===== src/rtl/mult_pkg.sv =====
// ============================================================================
// Module : mult_pkg
// Brief  : Shared encodings for the sequential radix-4 Booth multiplier.
// Rev    : 1.0
// ============================================================================
`default_nettype none

package mult_pkg;

    localparam logic [1:0] ST_IDLE = 2'd0;
    localparam logic [1:0] ST_BUSY = 2'd1;
    localparam logic [1:0] ST_DONE = 2'd2;

    typedef enum logic [2:0] {
        SEL_ZERO = 3'd0,
        SEL_P1   = 3'd1,
        SEL_P2   = 3'd2,
        SEL_M1   = 3'd3,
        SEL_M2   = 3'd4
    } booth_sel_e;

endpackage

`default_nettype wire


===== src/rtl/booth_r4_recode.sv =====
// ============================================================================
// Module : booth_r4_recode
// Brief  : Radix-4 Booth recoder, {b[2i+1], b[2i], b[2i-1]} -> partial-product select.
// Rev    : 1.0
// ============================================================================
`default_nettype none

module booth_r4_recode
    import mult_pkg::*;
(
    input  logic [2:0]  i_window,
    output booth_sel_e  o_sel
);

    always_comb begin
        o_sel = SEL_ZERO;
        case (i_window)
            3'b000, 3'b111: o_sel = SEL_ZERO;
            3'b001, 3'b010: o_sel = SEL_P1;
            3'b011:         o_sel = SEL_P2;
            3'b100:         o_sel = SEL_M2;
            3'b101, 3'b110: o_sel = SEL_M1;
            default:        o_sel = SEL_ZERO;
        endcase
    end

endmodule

`default_nettype wire


===== src/rtl/seq_booth_multiplier.sv =====
// ============================================================================
// Module : seq_booth_multiplier
// Brief  : Iterative radix-4 Booth multiplier, one Booth digit per cycle, valid/ready I/O.
// Rev    : 1.0
// ============================================================================
`default_nettype none

module seq_booth_multiplier
    import mult_pkg::*;
#(
    parameter int WIDTH = 64
) (
    input  logic                 clk,
    input  logic                 rst,
    input  logic                 in_valid,
    output logic                 in_ready,
    input  logic [WIDTH-1:0]     a,
    input  logic [WIDTH-1:0]     b,
    input  logic                 a_signed,
    input  logic                 b_signed,
    input  logic                 abort,
    output logic                 out_valid,
    input  logic                 out_ready,
    output logic [2*WIDTH-1:0]   product
);

    localparam int EXT   = WIDTH + 2;
    localparam int ITERS = EXT / 2;
    localparam int ACC_W = EXT + 2;
    localparam int CNT_W = $clog2(ITERS);
    localparam logic [CNT_W-1:0] c_CNT_LOAD = CNT_W'(ITERS - 1);

    logic [1:0]          r_state;
    logic [EXT-1:0]      r_mcand;
    logic [EXT-1:0]      r_hi;
    logic [EXT-1:0]      r_lo;
    logic                r_qm1;
    logic [CNT_W-1:0]    r_cnt;
    logic [2*WIDTH-1:0]  r_product;
    logic                r_out_valid;

    logic [EXT-1:0]      w_a_ext;
    logic [EXT-1:0]      w_b_ext;
    logic [2:0]          w_window;
    booth_sel_e          w_sel;
    logic [ACC_W-1:0]    w_m;
    logic [ACC_W-1:0]    w_addend;
    logic [ACC_W-1:0]    w_sum;

    assign w_a_ext  = {{2{a_signed & a[WIDTH-1]}}, a};
    assign w_b_ext  = {{2{b_signed & b[WIDTH-1]}}, b};
    assign w_window = {r_lo[1:0], r_qm1};

    booth_r4_recode u_recode (
        .i_window (w_window),
        .o_sel    (w_sel)
    );

    // Two guard bits above the EXT-bit accumulator absorb +/-2M without overflow.
    assign w_m = {{2{r_mcand[EXT-1]}}, r_mcand};

    always_comb begin
        w_addend = '0;
        case (w_sel)
            SEL_ZERO: w_addend = '0;
            SEL_P1:   w_addend = w_m;
            SEL_P2:   w_addend = {w_m[ACC_W-2:0], 1'b0};
            SEL_M1:   w_addend = -w_m;
            SEL_M2:   w_addend = -{w_m[ACC_W-2:0], 1'b0};
            default:  w_addend = '0;
        endcase
    end

    assign w_sum = {{2{r_hi[EXT-1]}}, r_hi} + w_addend;

    always_ff @(posedge clk or posedge rst) begin
        if (rst) begin
            r_state     <= ST_IDLE;
            r_mcand     <= '0;
            r_hi        <= '0;
            r_lo        <= '0;
            r_qm1       <= 1'b0;
            r_cnt       <= '0;
            r_product   <= '0;
            r_out_valid <= 1'b0;
        end else begin
            case (r_state)
                ST_IDLE: begin
                    if (in_valid) begin
                        r_state <= ST_BUSY;
                        r_mcand <= w_a_ext;
                        r_hi    <= '0;
                        r_lo    <= w_b_ext;
                        r_qm1   <= 1'b0;
                        r_cnt   <= c_CNT_LOAD;
                    end
                end
                ST_BUSY: begin
                    if (abort) begin
                        r_state <= ST_IDLE;
                    end else begin
                        // Arithmetic shift of {acc, multiplier} right by one Booth digit.
                        r_hi  <= w_sum[ACC_W-1:2];
                        r_lo  <= {w_sum[1:0], r_lo[EXT-1:2]};
                        r_qm1 <= r_lo[1];
                        if (r_cnt == '0) begin
                            r_state <= ST_DONE;
                        end else begin
                            r_cnt <= r_cnt - 1'b1;
                        end
                    end
                end
                ST_DONE: begin
                    // First DONE cycle registers the product; abort wins over a handshake.
                    if (abort) begin
                        r_state     <= ST_IDLE;
                        r_out_valid <= 1'b0;
                    end else if (!r_out_valid) begin
                        r_product   <= {r_hi[WIDTH-3:0], r_lo};
                        r_out_valid <= 1'b1;
                    end else if (out_ready) begin
                        r_out_valid <= 1'b0;
                        r_state     <= ST_IDLE;
                    end
                end
                default: begin
                    r_state     <= ST_IDLE;
                    r_out_valid <= 1'b0;
                end
            endcase
        end
    end

    assign in_ready  = (r_state == ST_IDLE);
    assign out_valid = r_out_valid;
    assign product   = r_product;

endmodule

`default_nettype wire


===== config.mk =====
export PLATFORM = sky130hd
export DESIGN_NAME = seq_booth_multiplier
export DESIGN_NICKNAME = d
export VERILOG_FILES = /design/src/rtl/mult_pkg.sv /design/src/rtl/booth_r4_recode.sv /design/src/rtl/seq_booth_multiplier.sv
export SDC_FILE = /design/constraint.sdc
export NUM_CORES = 1
export LEC_CHECK = 0
export CAP_MARGIN = 0
export CORE_ASPECT_RATIO = 0.5
export CORE_MARGIN = 5
export CORE_UTILIZATION = 45
export CTS_BUF_LIST = sky130_fd_sc_hd__clkbuf_4 sky130_fd_sc_hd__clkbuf_8
export DETAILED_ROUTE_END_ITERATION = 8
export GPL_ROUTABILITY_DRIVEN = 0
export PLACE_DENSITY = 0.68
export SYNTH_ARGS = -nofsm -noshare
export SYNTH_HDL_FRONTEND = slang
export SYNTH_SLANG_ARGS = --single-unit

===== constraint.sdc =====
create_clock -name clk -period 22.2 [get_ports clk]
set_input_delay 4.44 -clock clk [delete_from_list [all_inputs] [get_ports clk]]
set_output_delay 4.44 -clock clk [all_outputs]
set_load 0.005 [all_outputs]

==> results.md <==
* Fraction of layout cells with a size suffix above 1 at 10.94%
* Syn nets at 2,540
* DIE AREA at 49,060 um^2
* RSZ-0062 raised after global routing: false
* Initial antenna violation count at 2
* Yosys warning total at 0
* Post-synth top area share at 41.88%
* Worst VDD drop at 0.00009300 V
* Vias in the first global route at 16.59k
* Remaining Overflow, GRT at 0
* Crit-path cells: clkdlybuf4s50_1 -> nand2b_2 -> buf_4 -> nand2_4 -> buf_4 -> nor2_1 -> a31oi_1
* Final clock skew at 53.97 ps
* Final ANT Viol Nets at 0
* First-pass GRT wire length at 93,180 um
* Chip width at 308.3 um
* Met3 Usage GRT at 5.849%
* Worst Path Arrival at 7020 ps
* Status: complete, no violations
* Synth area leaders: dfrtp_1 42%, nand2_1 9.4%, mux2_2 7.3%, o21ai_0 5.1%, ha_1 4.5%
* Yosys reg bits at 335
* Worst path most repeated cell: buf_4
* Chip Height at 159.1 um
* Crit path launch: abort
* Primary FF master, synth: dfrtp_1
* R2R Path End: r_hi[60]
* Largest net degree at the start of global routing at 141
* Dpl hpwl at 41,890 um
* Worst path max stage delay at 670 ps
* Total CTS buffers at 50
* GRT busiest layer: met2
* Routed wire per std cell at 19.00 um
* Syn Area/Cell at 8.583 um^2
* Crit Path Category: input port to register
* Commonest non-fill, non-tap cell in the layout: nand2_1
* Root buffer cell: clkbuf_8
* Crit path max fanout at 77
* Levels on crit path at 7
* GRT met2 Usage at 34.42%
* Worst Setup End Kind: register
* Slew @ Worst Pin at 1423 ps
* Post-cts resize count at 0
* Worst setup endpoint: r_lo[48]
* Synth Instances at 2,332
* Final Max Tran Viols at 0
* DR vias/cell at 5.817
* Synth area leader: dfrtp_1
* Slowest-stage cell, CP: buf_4
* Starting density of the core at 45.72%
* Vias at 18.16k
* Number of library cell types mapped by synthesis at 72
* Max Root-Sink Buffers at 3
* Postcts setup bufs at 0
* Post-route setup TNS at 0 ps
* Fill cells at 4,057
* CTS Hold Buffers Added at 0
* FF-to-FF path depth at 21
* Power Density at 165.6 nW/um^2
* Type of the worst min-delay path: register to register
* FP Rows at 54
* Most frequent cells in the layout: 500 x nand2_1, 335 x dfrtp_1, 264 x clkdlybuf4s50_1
* Total power at 3980 uW
* Core Box Area at 43,780 um^2
* Routed wire length at 59,320 um
* EDFF count, synth at 0
* Met1 global-route usage at 34.18%
* FFs w/ async S/R, synth at 100.0%
* FF+latch area at 8383 um^2
* CP required at 22,720 ps
* 1st-pass router iterations at 9
* Pleak at 0.01028 uW
* Worst-path clk slew at 70 ps
* Startpoint types: input port
* Final Net Count at 2,706
* Synth-to-Final Area Change at 20.05%
* Residual DRC at 0
* Clk Latency, worst-skew pair at 640 ps
* Slew Limit Headroom at 3.960%
* Max cap viols at 0
* Area of the multi-input gates at 10,880 um^2
* Synth Cell Area at 20,020 um^2
* Worst r2r src: r_mcand[11]
* Fin crit share at 29.27%
* CTS tree: done
* Delay-heaviest family, CP: buffers and inverters
* Final Hold Fails at 0
* Final setup fails at 0
* IO Pins at 265
* Final worst path period need at 6498 ps
* R2R setup slack at 15,770 ps
* Gr usage total at 23.08%
* Iter 0 DRT Violations at 1,657
* Count of input and output buffers at 264
* CTS Sinks at 335
* Sequential fraction of the synthesis area at 41.88%
* CP bufs+invs at 3
* Achievable Freq at 0.1539 GHz
* H-tree depth at 2
==> state kept, by name, summed over array words and instances (netlist names) <==
register and cells:
product 128, r_hi 66, r_lo 66, r_mcand 65
r_cnt 6, r_state 2, out_valid 1, r_qm1 1
==> how the worst min path moves through the flow <==
stage,start,to,slack [ps],cells after the start
5_1_grt,product[5],product[5],520,1
3_5_place_dp,r_hi[63],r_hi[63],490,2
3_3_place_gp,r_hi[63],r_hi[63],480,2
6_report,r_hi[63],r_hi[63],500,2
2_1_floorplan,r_hi[63],r_hi[63],460,2
4_1_cts,r_hi[63],r_hi[63],510,2
==> metal layers <==
layer	wire [um]	part of all wire, %
met1	26980	45
met2	25890	44
met3	5375	9.1
met4	1047	1.8
met5	20	0.034
==> through the flow <==
stage	hold WS, ps	worst slack (ps)	utilization (%)	instance area, um^2	cells
6_report	501.0	15700	54.89	24030	3122
5_1_grt	515.3	15350	54.89	24030	3122
4_1_cts	506.2	15770	54.86	24020	3119
3_5_place_dp	492.9	15100	52.45	22970	3032
3_3_place_gp	482.9	15230	52.45	22970	3032
2_1_floorplan	456.3	8478	-	20020	2332
==> report_power, final <==
group          switching (uW)  leakage (uW)  internal (uW)
clock network             260      0.000558            285
registers                 279       0.00417            880
logic                    1330       0.00555            944
total                    1870        0.0103           2110
==> logic make-up (layout without fill, tap and decap cells) <==
| group | Yosys count | count (layout) | share of synthesized area (%) |
|---|---|---|---|
| XOR/XNOR | 92 | 92 | 4.026 |
| buffers and inverters | 210 | 411 | 4.007 |
| AO/OA/AOI/OAI | 605 | 605 | 18.67 |
| AND/OR/NAND/NOR | 887 | 887 | 19.51 |
| adder cells (fa/ha/maj) | 73 | 73 | 4.601 |
| multiplexers | 130 | 130 | 7.307 |
| other | 0 | 1 | 0 |
| flip-flops | 335 | 335 | 41.88 |
==> cell type report <==
cell class              instances  share of cell area (%)
repair buffers                290                   11.84
flip-flops and latches        335                   34.89
inverters                      34                  0.5623
multi-input cells            1787                   45.26
well taps                     588                   3.062
diodes                          1                 0.01041
clock buffers                  78                   3.921
clock inverters                 9                  0.4582
==> synth_stat cells (8+ instances only) <==
| library cell | n |
|---|---|
| nor4_1 | 14 |
| a21o_1 | 29 |
| xnor2_1 | 53 |
| o31ai_1 | 11 |
| o311ai_0 | 28 |
| a21oi_1 | 138 |
| ha_1 | 72 |
| o21bai_1 | 11 |
| dfrtp_1 | 335 |
| nand4_1 | 27 |
| a22oi_1 | 25 |
| nor2_1 | 157 |
| mux2_2 | 129 |
| clkbuf_1 | 166 |
| a31oi_1 | 70 |
| nand2_1 | 502 |
| or3_1 | 28 |
| or2_2 | 11 |
| nor3_1 | 64 |
| nor2b_1 | 8 |
| xor2_1 | 39 |
| o21a_1 | 10 |
| a221o_1 | 8 |
| o211ai_1 | 11 |
| nand3_1 | 26 |
| a222oi_1 | 10 |
| inv_1 | 34 |
| o21ai_0 | 203 |
| nand2b_1 | 8 |
==> worst min-delay path: stages, from the launching register on <==
cell     delay (ps)
dfrtp_1         360
nand2_1          50
o21ai_0          60
Note: power is estimated with default switching activity, not from simulation.
